**src/rtl/voxel_gpu_pkg.sv**
```systemverilog
// Shared definitions for the voxel GPU frame sequencer: register map,
// CONTROL/STATUS bit positions and the sequencer state encoding.
package voxel_gpu_pkg;

    localparam logic [7:0] REG_FRONT   = 8'd0;
    localparam logic [7:0] REG_BACK    = 8'd1;
    localparam logic [7:0] REG_COLOUR  = 8'd2;
    localparam logic [7:0] REG_CONTROL = 8'd3;
    localparam logic [7:0] REG_STATUS  = 8'd4;

    localparam int unsigned CTRL_START   = 0;
    localparam int unsigned CTRL_SWAP_EN = 1;
    localparam int unsigned CTRL_IRQ_EN  = 2;
    localparam int unsigned CTRL_ABORT   = 3;

    localparam int unsigned STAT_BUSY = 0;
    localparam int unsigned STAT_DONE = 1;

    typedef enum logic [1:0] {
        IDLE   = 2'd0,
        CLEAR  = 2'd1,
        FINISH = 2'd2
    } seq_state_t;

endpackage

```
**src/rtl/clear_addr_gen.sv**
```systemverilog
// Pixel-pair walker for the buffer clear: steps x by two pixels per accepted
// write, wraps into the next row, and reports the byte offset into the buffer.
module clear_addr_gen
    import voxel_gpu_pkg::*;
#(
    parameter int unsigned WIDTH   = 320,
    parameter int unsigned HEIGHT  = 240,
    parameter int unsigned Y_SHIFT = 10
) (
    input  logic        clock,
    input  logic        reset,
    input  logic        clear,
    input  logic        advance,
    output logic        last,
    output logic [31:0] offset
);

    localparam logic [31:0] X_LAST = 32'(WIDTH - 2);
    localparam logic [31:0] Y_LAST = 32'(HEIGHT - 1);

    logic [31:0] x;
    logic [31:0] y;

    always_ff @(posedge clock or posedge reset) begin
        if (reset) begin
            x <= '0;
            y <= '0;
        end else if (clear) begin
            x <= '0;
            y <= '0;
        end else if (advance) begin
            if (x == X_LAST) begin
                x <= '0;
                y <= y + 32'd1;
            end else begin
                x <= x + 32'd2;
            end
        end
    end

    assign last   = (x == X_LAST) && (y == Y_LAST);
    assign offset = (y << Y_SHIFT) + (x << 1);

endmodule

```
**src/rtl/voxel_frame_sequencer.sv**
```systemverilog
// Double-buffer frame controller: clears the back buffer to a solid colour over
// an Avalon-MM write master, optionally swaps front/back, and raises an interrupt.
module voxel_frame_sequencer
    import voxel_gpu_pkg::*;
#(
    parameter logic [31:0] DEFAULT_BUFFER      = 32'h0800_0000,
    parameter logic [31:0] DEFAULT_BACK_BUFFER = 32'h0800_0000,
    parameter int unsigned WIDTH               = 320,
    parameter int unsigned HEIGHT              = 240,
    parameter int unsigned Y_SHIFT             = 10
) (
    input  logic        clock,
    input  logic        reset,
    input  logic [7:0]  s1_address,
    output logic [31:0] s1_readdata,
    input  logic [31:0] s1_writedata,
    input  logic        s1_write,
    input  logic        s1_read,
    output logic        s1_waitrequest,
    output logic        irq,
    output logic [31:0] m1_address,
    output logic [31:0] m1_writedata,
    output logic        m1_write,
    input  logic        m1_waitrequest
);

    seq_state_t  state;
    logic [31:0] front;
    logic [31:0] back;
    logic [15:0] colour;
    logic [15:0] fill_colour;
    logic        swap_en;
    logic        irq_en;
    logic        done;
    logic        abort_pending;

    logic        busy;
    logic        ctrl_write;
    logic        start;
    logic        abort_req;
    logic        accept;
    logic        last;
    logic [31:0] offset;
    logic        unused_inputs;

    assign unused_inputs = s1_read;

    assign busy       = (state != IDLE);
    assign ctrl_write = s1_write && (s1_address == REG_CONTROL);
    assign start      = ctrl_write && s1_writedata[CTRL_START] && (state == IDLE);
    assign abort_req  = ctrl_write && s1_writedata[CTRL_ABORT] && (state == CLEAR);
    assign accept     = (state == CLEAR) && !m1_waitrequest;

    clear_addr_gen #(
        .WIDTH   (WIDTH),
        .HEIGHT  (HEIGHT),
        .Y_SHIFT (Y_SHIFT)
    ) u_addr_gen (
        .clock   (clock),
        .reset   (reset),
        .clear   (start),
        .advance (accept),
        .last    (last),
        .offset  (offset)
    );

    // An abort that lands on a stalled write is remembered so the write
    // completes under Avalon hold rules before returning to IDLE.
    always_ff @(posedge clock or posedge reset) begin
        if (reset) begin
            state         <= IDLE;
            abort_pending <= 1'b0;
        end else begin
            case (state)
                IDLE: begin
                    abort_pending <= 1'b0;
                    if (start) state <= CLEAR;
                end
                CLEAR: begin
                    if (accept) begin
                        abort_pending <= 1'b0;
                        if (abort_req || abort_pending) state <= IDLE;
                        else if (last)                  state <= FINISH;
                    end else if (abort_req) begin
                        abort_pending <= 1'b1;
                    end
                end
                FINISH: begin
                    state <= IDLE;
                end
                default: begin
                    state <= IDLE;
                end
            endcase
        end
    end

    always_ff @(posedge clock or posedge reset) begin
        if (reset) begin
            front       <= DEFAULT_BUFFER;
            back        <= DEFAULT_BACK_BUFFER;
            colour      <= '0;
            fill_colour <= '0;
            swap_en     <= 1'b0;
            irq_en      <= 1'b0;
        end else begin
            if (s1_write && !busy) begin
                case (s1_address)
                    REG_FRONT:  front  <= s1_writedata;
                    REG_BACK:   back   <= s1_writedata;
                    REG_COLOUR: colour <= s1_writedata[15:0];
                    default:    ;
                endcase
            end
            if (start) begin
                swap_en     <= s1_writedata[CTRL_SWAP_EN];
                irq_en      <= s1_writedata[CTRL_IRQ_EN];
                fill_colour <= colour;
            end
            if ((state == FINISH) && swap_en) begin
                front <= back;
                back  <= front;
            end
        end
    end

    // Later assignments take priority: FINISH setting DONE beats a clear.
    always_ff @(posedge clock or posedge reset) begin
        if (reset) begin
            done <= 1'b0;
        end else begin
            if (s1_write && (s1_address == REG_STATUS) && s1_writedata[STAT_DONE]) done <= 1'b0;
            if (start)             done <= 1'b0;
            if (state == FINISH)   done <= 1'b1;
        end
    end

    always_comb begin
        s1_readdata = '0;
        case (s1_address)
            REG_FRONT:   s1_readdata = front;
            REG_BACK:    s1_readdata = back;
            REG_COLOUR:  s1_readdata = {16'b0, colour};
            REG_CONTROL: s1_readdata = {29'b0, irq_en, swap_en, 1'b0};
            REG_STATUS:  s1_readdata = {30'b0, done, busy};
            default:     s1_readdata = '0;
        endcase
    end

    assign s1_waitrequest = 1'b0;
    assign irq            = done && irq_en;
    assign m1_write       = (state == CLEAR);
    assign m1_address     = back + offset;
    assign m1_writedata   = {fill_colour, fill_colour};

endmodule

```
**config.mk**
```make
export PLATFORM = sky130hd
export DESIGN_NAME = voxel_frame_sequencer
export DESIGN_NICKNAME = d
export VERILOG_FILES = /design/src/rtl/voxel_gpu_pkg.sv /design/src/rtl/clear_addr_gen.sv /design/src/rtl/voxel_frame_sequencer.sv
export SDC_FILE = /design/constraint.sdc
export NUM_CORES = 1
export LEC_CHECK = 0
export BUFFER_PORTS_ARGS = -buffer_cell sky130_fd_sc_hd__clkbuf_2
export CAP_MARGIN = 20
export CORE_MARGIN = 2
export CORE_UTILIZATION = 30
export CTS_BUF_LIST = sky130_fd_sc_hd__clkbuf_4 sky130_fd_sc_hd__clkbuf_8
export CTS_CLUSTER_DIAMETER = 60
export DETAILED_ROUTE_END_ITERATION = 10
export GPL_TIMING_DRIVEN = 1
export SYNTH_ARGS = -nofsm -noshare
export SYNTH_HDL_FRONTEND = slang
export SYNTH_SLANG_ARGS = --single-unit
export TNS_END_PERCENT = 50
```
**constraint.sdc**
```tcl
create_clock -name clock -period 7.7 [get_ports clock]
set_clock_uncertainty 0.05 [all_clocks]
set_input_delay 0 -clock clock [delete_from_list [all_inputs] [get_ports clock]]
set_output_delay 0 -clock clock [all_outputs]
set_load 0.01 [all_outputs]
```
==> summary.txt, run 1 <==
STA
  • Final hold viol count: 0
  • Fin. max-slew vios: 0
  • Worst-Margin Slew: 1.01 ns
  • Period utilization: 0.563
  • Maximum clock rate: 0.231 GHz
  • RSZ-0062 raised after global routing: no
  • Endpoints failing setup: 0
  • Relative slew slack: 0.319
  • Final Critical Period: 4.33 ns
  • Setup TNS: 0 ns

Flow run
  • Max Cap Violations: 0

CTS
  • Setup bufs post-CTS: 0
  • Later-pin clock latency in the skew report: 0.47 ns
  • CTS resizes: 0
  • Hold-fix buffers at CTS: 40
  • TritonCTS Buffers: 17
  • CTS tree: built
  • H-tree Lvls: 4
  • Clock Sinks: 165
  • Clock tree buffer depth: 2
  • Root Buffer Master: clkbuf_8
  • Clock transition at the registers of the reported paths: 0.10 ns

Yosys
  • Yosys top cell by area: dfrtp_1
  • Post-synth EDFFs: 0
  • Mapped cell area: 0.0108 mm²
  • Ys Warns: 0
  • Post-synth ARST share: 1.00
  • Share of the synthesized area in the top cell type: 0.377
  • Synthesized flop and latch total: 165
  • Ranking of synthesized cells by area: dfrtp_1, mux2i_1, a21oi_1
  • Sequential cell area fraction in the yosys report: 0.382
  • Top post-synthesis cells by count: dfrtp_1, nor2_1, a21oi_1, nand2_1, mux2i_1
  • Avg Inst Size Synth: 9.10 µm²
  • Main synth FF type: dfrtp_1
  • Synth cell types: 71
  • Syn Inst Count: 1189
  • Top-count cell post-synth: dfrtp_1

Route
  • DRT iter0 DRCs: 597
  • DRC: 0
  • Antenna Violating Nets Remaining: 0
  • Routed WL: 30300 µm
  • WL per Instance: 16.9 µm
  • Via/cell ratio: 5.15
  • Vias: 9243
  • First-pass DRT Iterations: 5

Power and ir drop
  • Leakage power: 5.50 nW
  • Power Density: 169 mW/mm²
  • Peak supply drop: 0.000187 V

Setup path
  • Crit Path Max Fanout: 7
  • Crit. End Element: primary output
  • Startpoint types: flop
  • WS Path Type: reg2out
  • Worst path arrival time: 4.28 ns
  • Crit path required time: 7.65 ns

Floorplan
  • Die area: 0.0376 mm²
  • Site row count: 69
  • CORE AREA: 0.0356 mm²
  • Initial Util: 0.304
  • Die Y: 194 µm
  • # IOs: 144
  • Die width: 194 µm

Placement
  • Placed cell area: 0.0118 mm²
  • Routability cong.: 0.832
  • Hpwl dp: 22200 µm
  • Buffers on Ports: 141

Global route
  • Overall Global Routing Usage: 0.163
  • Number of global-route vias before repair: 8845
  • Antenna violations before repair: 0
  • Global-route wire length before repair: 49500 µm
  • Largest net degree at the start of global routing: 129
  • Grt ovf: 0

Cells and area
  • Layout area overhead: 17.0%
  • Finished layout cell area: 0.0127 mm²
  • Multi-input logic area: 0.00619 mm²
  • Fill cells: 3614
  • Nets: 1427
  • Share of cells above drive strength 1: 0.176
  • Reg area: 0.00413 mm²
  • Final antenna diode count: 0

Run status
  • Outcome: complete, no violations

Min path
  • Worst min path class: in2reg
## per-layer routing
metal,track usage,share of wire,up-vias
li1,-,-,4492
met2,0.264,0.47,218
met5,0,0,-
met4,0.0368,0.012,0
met1,0.229,0.47,4507
met3,0.0250,0.041,26
## final timing paths
path	end	cells after the start	slack, ns	start
worst max-delay path	m1_address[24]	10	3.37	u_addr_gen.y[4]
worst min-delay path	state[0]	5	0.16	s1_address[2]
worst max register to register	u_addr_gen.y[22]	6	4.42	state[0]
worst min register to register	u_addr_gen.x[31]	1	0.44	u_addr_gen.x[31]
max in group asynchronous	front[11]	6	5.01	reset
min in group asynchronous	front[24]	4	0.59	reset
## per-stage QoR
stage	power, mW	setup slack (ns)	std cells	hold WS, ns	util
final	2.14	3.37	1795	0.164	0.356
after floorplan	1.27	3.19	1190	0.0625	-
after global routing	2.25	3.13	1795	0.210	0.356
after CTS	2.16	3.35	1793	0.127	0.354
after global placement	1.46	4.01	1720	-0.0430	0.331
after detailed placement	1.47	3.89	1721	-0.0446	0.332
## cell usage in the layout, fill, tap and decap left out, types with 14 or more instances in the layout
cell           synthesis  final
dfrtp_1              163    163
nor2_1               144    144
clkbuf_2               0    141
a21oi_1              122    122
nand2_1              109    108
mux2i_1               82     82
o21ai_0               66     66
xnor2_1               40     40
dlygate4sd3_1          0     40
ha_1                  39     39
nand3_1               28     28
nand4_1               23     23
inv_1                 24     23
fa_1                  22     22
nor3_1                22     21
nor4_1                19     19
a21o_1                18     18
mux2_2                17     17
a22o_1                17     17
clkbuf_8               0     17
a31oi_1               14     14
and3_1                14     14
nor3_2                13     14
## state kept, by name (all words and copies together), names as in the netlist
register	count
abort_pending	1
back	32
colour	16
done	1
fill_colour	16
front	32
irq_en	1
state	2
swap_en	1
u_addr_gen.x	31
u_addr_gen.y	32
## power breakdown
group / internal [mW] / leakage [nW] / switching, mW
Clock: 0.331 / 0.203 / 0.339
Combinational: 0.220 / 3.36 / 0.320
Sequential: 0.888 / 1.94 / 0.0370
## cell type report
cell class / count / share of cell area
multi-input cells: 919 / 0.489
flip-flops and latches: 165 / 0.327
repair buffers: 194 / 0.0987
well taps: 461 / 0.0456
clock buffers: 20 / 0.0203
clock inverters: 12 / 0.0122
inverters: 24 / 0.00752
## logic make-up (layout without fill, tap and decap cells)
group / Yosys count / after routing / share of synthesized area
simple gates: 428 / 428 / 0.193
compound gates: 279 / 279 / 0.157
flops: 165 / 165 / 0.382
buf+inv: 106 / 250 / 0.0470
mux: 100 / 100 / 0.0957
fa+ha+maj: 61 / 61 / 0.0858
xor+xnor: 49 / 49 / 0.0397
other cells: 1 / 2 / 0.000347
## worst max-delay path, stage by stage, from the launching register on
cell and delay (ns):
dfrtp_1 0.60, fa_1 0.49, ha_1 0.43, nand3_1 0.15
nor4_1 0.43, a2111oi_0 0.17, a21boi_0 0.66, a21oi_1 0.22
o31ai_1 0.29, xor2_1 0.19, clkbuf_2 0.16
Power figures use the tool's default switching activity.
==> run 2, diff against run 1 <==
clock period = 4.4 ns   (was 7.7 ns; I/O delays follow)
==> summary.txt, run 2 (synthesis gave the netlist of run 1 again) <==
Min path
  • Hold path endpoint: state[1]
  • Worst min path class: in2reg
  • Hold Startpoint: s1_address[2]
  • Hold path cells: 4

Cells and area
  • Final antenna diode count: 0
  • Commonest non-fill, non-tap cells in the layout: dfrtp_1, nor2_1, clkbuf_2
  • Fill cells: 3659
  • Layout area overhead: 16.5%
  • Nets: 1429
  • Top flop regs: back: 32 flops, front: 32 flops, u_addr_gen.y: 32 flops
  • Final Non-Filler Cells: 1795
  • Share of cells above drive strength 1: 0.178
  • Commonest non-fill, non-tap cell in the layout: dfrtp_1
  • Finished layout cell area: 0.0126 mm²

Route
  • DRC: 0
  • Routed WL: 30500 µm
  • Vias: 9275
  • First-pass DRT Iterations: 7
  • Via/cell ratio: 5.17
  • Antenna Violating Nets Remaining: 0
  • DRT iter0 DRCs: 611
  • WL per Instance: 17.0 µm

Placement
  • Buffers on Ports: 141
  • Placed cell area: 0.0118 mm²
  • Pre-CTS setup slack: 0.616 ns
  • Dpl cells: 1727
  • Routability cong.: 0.834
  • Hpwl dp: 22200 µm

Power and ir drop
  • Combinational share of power: 0.262
  • Net Switching: 1.22 mW
  • Total power: 3.70 mW
  • Power Density: 293 mW/mm²
  • Switching part of the total: 0.329
  • Sequential power share: 0.437
  • Part of the power in the clock network: 0.301
  • Peak supply drop: 0.000227 V
  • Leakage power: 5.49 nW
  • Cell-internal power: 2.48 mW

Global route
  • Number of global-route vias before repair: 9134
  • Largest net degree at the start of global routing: 166
  • Global-route wire length before repair: 50300 µm
  • Overall Global Routing Usage: 0.166
  • Grt ovf: 0
  • Antenna violations before repair: 0

Run status
  • Outcome: complete, no violations

CTS
  • TritonCTS Buffers: 17
  • CTS tree: built
  • Clock tree buffer depth: 2
  • Root Buffer Master: clkbuf_8
  • H-tree Lvls: 4
  • Clock transition at the registers of the reported paths: 0.09 ns
  • Clock Sinks: 165
  • Later-pin clock latency in the skew report: 0.47 ns

Flow run
  • Max Cap Violations: 0

Setup path
  • Crit. End Element: primary output
  • Worst path arrival time: 4.07 ns
  • R2R depth: 6
  • Startpoint types: flop
  • Crit path required time: 4.35 ns
  • Worst R2R End: u_addr_gen.y[22]
  • R2r setup slk: 1.42 ns
  • Crit Path Max Fanout: 6
  • WS Path Type: reg2out
  • RR Startpoint: u_addr_gen.x[15]

STA
  • Final Critical Period: 4.12 ns
  • Endpoints failing setup: 0
  • Relative slew slack: 0.332
  • Period utilization: 0.936
  • Final worst slack: 0.280 ns
  • Maximum clock rate: 0.243 GHz
  • Final hold viol count: 0
  • Worst-Margin Slew: 0.999 ns
  • Fin. max-slew vios: 0

Floorplan
  • Die area: 0.0376 mm²
  • # IOs: 144
  • Site row count: 69
  • CORE AREA: 0.0356 mm²
  • Initial Util: 0.304
  • Die Y: 194 µm
  • Die width: 194 µm
## run 2: cell types whose count changed in the layout (fill, tap and decap cells not counted), sizes merged
cell         change
clkbuf           +1
buf              +4
dlygate4sd3      -2
inv              -2
bufinv           -1
clkinvlp         -1
clkinv           +1
## run 2: cell type report
| class | instances | area, µm² | share of cell area |
|---|---|---|---|
| Clock buffer | 21 | 277 | 0.0219 |
| Clock inverter | 9 | 105 | 0.00834 |
| Inverter | 24 | 93.8 | 0.00744 |
| Multi-Input combinational cell | 919 | 6190 | 0.491 |
| Sequential cell | 165 | 4130 | 0.328 |
| Tap cell | 461 | 577 | 0.0458 |
| Timing Repair Buffer | 196 | 1230 | 0.0973 |
## run 2: worst max-delay path by stage
stage          slack [ns]  cells past startpoint              to       startpoint
6_report             0.28                     10  m1_address[28]  u_addr_gen.x[2]
5_1_grt             -0.08                     10  m1_address[28]  u_addr_gen.x[2]
4_1_cts              0.06                     10  m1_address[24]  u_addr_gen.y[4]
3_5_place_dp         0.62                     10  m1_address[24]  u_addr_gen.y[4]
3_3_place_gp         0.67                     10  m1_address[24]  u_addr_gen.y[4]
2_1_floorplan        1.39                      9  m1_address[28]  u_addr_gen.x[2]
## run 2: metal layers
layer | routed length, µm | vias to the layer above | share of wire | global-route usage
met5 | 0 | - | 0 | 0
li1 | - | 4479 | - | -
met1 | 14100 | 4539 | 0.46 | 0.224
met4 | 648 | 0 | 0.021 | 0.0513
met3 | 1320 | 37 | 0.043 | 0.0339
met2 | 14400 | 220 | 0.47 | 0.269
## run 2: worst max-delay path, cell delays in order (launching register included)
cell	delay [ns]
dfrtp_1	0.44
ha_1	0.34
fa_1	0.47
a21o_1	0.23
a311o_1	0.45
a2111oi_0	0.54
a21boi_2	0.22
a31oi_1	0.36
mux2i_1	0.22
o311ai_0	0.15
clkbuf_2	0.17
## run 2: what timing repair did
item	4_1_cts	5_1_grt
resized for setup	0	2
endpoints found under the hold margin	249	0
buffers inserted	0	0
endpoints found under the setup margin	0	5
hold buffers	38	0
## run 2: metrics by stage
step           setup TNS, ns   util  hold WS, ns
6_report                   0  0.354       0.0968
3_3_place_gp               0  0.333        0.217
3_5_place_dp               0  0.333        0.222
5_1_grt              -0.0794  0.354       0.0904
4_1_cts                    0  0.354       0.0611
2_1_floorplan              0      -       0.0625
## run 2: power groups by stage
stage          sequential, mW  combinational, mW  clock, mW
6_report                 1.62              0.970       1.11
5_1_grt                  1.63               1.08       1.22
2_1_floorplan            1.62              0.599          0
3_3_place_gp             1.64              0.938          0
4_1_cts                  1.62              0.981       1.14
3_5_place_dp             1.65              0.951          0
==> run 3, diff against run 2 <==
REMOVE_ABC_BUFFERS = 1   (was default)
==> summary.txt, run 3 (synthesis gave the netlist of run 1 again) <==
Cells and area
  • Layout area overhead: 16.6%
  • Fill cells: 3670
  • Top flop regs: back: 32 flops, front: 32 flops, u_addr_gen.y: 32 flops
  • Share of cells above drive strength 1: 0.178
  • Commonest non-fill, non-tap cell in the layout: dfrtp_1
  • Reg area: 0.00413 mm²
  • Final antenna diode count: 0
  • Nets: 1430
  • Commonest non-fill, non-tap cells in the layout: dfrtp_1, nor2_1, clkbuf_2
  • Multi-input logic area: 0.00619 mm²
  • Final Non-Filler Cells: 1797

Power and ir drop
  • Peak supply drop: 0.000174 V
  • Total power: 3.66 mW
  • Leakage power: 5.50 nW
  • Power Density: 291 mW/mm²

Placement
  • Routability cong.: 0.839
  • Hpwl dp: 22200 µm
  • Buffers on Ports: 141
  • Dpl cells: 1727

Global route
  • Global-route wire length before repair: 48700 µm
  • Overall Global Routing Usage: 0.161
  • Number of global-route vias before repair: 8683
  • Antenna violations before repair: 0
  • Grt ovf: 0
  • Largest net degree at the start of global routing: 97

CTS
  • CTS tree: built
  • Root Buffer Master: clkbuf_8
  • Clock Sinks: 165
  • Clock transition at the registers of the reported paths: 0.10 ns
  • H-tree Lvls: 4
  • Clock tree buffer depth: 2
  • TritonCTS Buffers: 17
  • Setup bufs post-CTS: 0
  • Later-pin clock latency in the skew report: 0.46 ns
  • CTS resizes: 0
  • Hold-fix buffers at CTS: 39

STA
  • Period utilization: 0.942
  • Fin. max-slew vios: 0
  • WHS: 0.0816 ns
  • Relative slew slack: 0.347
  • Endpoints failing setup: 0
  • Worst-Margin Slew: 0.977 ns
  • Maximum clock rate: 0.241 GHz
  • Final hold viol count: 0
  • Final Critical Period: 4.14 ns
  • RSZ-0062 raised after global routing: no

Setup path
  • Startpoint types: flop
  • Worst path arrival time: 4.09 ns
  • Crit path required time: 4.35 ns
  • Crit. End Element: primary output
  • WS Path Type: reg2out
  • Crit Path Max Fanout: 4
  • R2r setup slk: 1.34 ns

Flow run
  • Max Cap Violations: 0

Floorplan
  • Die width: 194 µm
  • Site row count: 69
  • # IOs: 144
  • Initial Util: 0.304
  • CORE AREA: 0.0356 mm²
  • Die Y: 194 µm
  • Die area: 0.0376 mm²

Route
  • Via/cell ratio: 5.14
  • Antenna Violating Nets Remaining: 0
  • DRT iter0 DRCs: 695
  • DRC: 0
  • Routed WL: 30300 µm
  • WL per Instance: 16.8 µm
  • Vias: 9245
  • First-pass DRT Iterations: 5

Run status
  • Outcome: complete, no violations

Min path
  • Worst min path class: in2reg
[run 3: changes by cell type in the layout (fill, tap and decap cells not counted), sizes merged]
cell,delta
inv,+6
dlygate4sd3,+1
clkinv,-1
bufinv,-1
clkbuf,-2
clkinvlp,-1
[run 3: where the power goes]
group	switching (mW)	internal [mW]	leakage [nW]
combinational	0.557	0.386	3.36
sequential	0.0633	1.55	1.94
clock	0.618	0.486	0.195
[run 3: worst paths after layout]
| check | depth (start not counted) | start | to |
|---|---|---|---|
| min in group asynchronous | 3 | reset | front[31] |
| max reg2reg | 7 | u_addr_gen.y[8] | u_addr_gen.y[29] |
| min reg2reg | 1 | u_addr_gen.x[31] | u_addr_gen.x[31] |
| min | 5 | s1_address[1] | irq_en |
| max in group asynchronous | 4 | reset | colour[3] |
| max | 10 | back[3] | m1_address[28] |
[run 3: critical path, cell delays in order, from the launching register on]
cell	delay (ns)
dfrtp_1	0.45
ha_1	0.37
fa_1	0.47
a21o_1	0.23
a311o_1	0.44
a2111oi_0	0.42
a21boi_0	0.28
a31oi_1	0.40
mux2i_1	0.22
o311ai_0	0.17
clkbuf_2	0.17
[run 3: final cells by class]
type                            count  area share
Multi-Input combinational cell    919       0.491
Sequential cell                   165       0.328
Tap cell                          461      0.0457
Clock buffer                       19      0.0207
Inverter                           24     0.00754
Timing Repair Buffer              197      0.0980
Clock inverter                     12     0.00952
[run 3: metrics by stage]
| step | setup WS (ns) | TNS, ns | utilization | area [µm²] |
|---|---|---|---|---|
| finish | 0.256 | 0 | 0.355 | 12600 |
| global route | 0.104 | 0 | 0.355 | 12600 |
| CTS | 0.228 | 0 | 0.355 | 12600 |
| detailed placement | 0.780 | 0 | 0.333 | 11800 |
| global placement | 0.812 | 0 | 0.333 | 11800 |
| floorplan | -0.108 | -17.66 | - | 10400 |
[run 3: per-layer routing]
| metal | wire (µm) | global-route usage | vias up |
|---|---|---|---|
| met1 | 14800 | 0.233 | 4509 |
| met4 | 423 | 0.0438 | 0 |
| met5 | 0 | 0 | - |
| met3 | 1110 | 0.0204 | 26 |
| li1 | - | - | 4485 |
| met2 | 13900 | 0.254 | 225 |
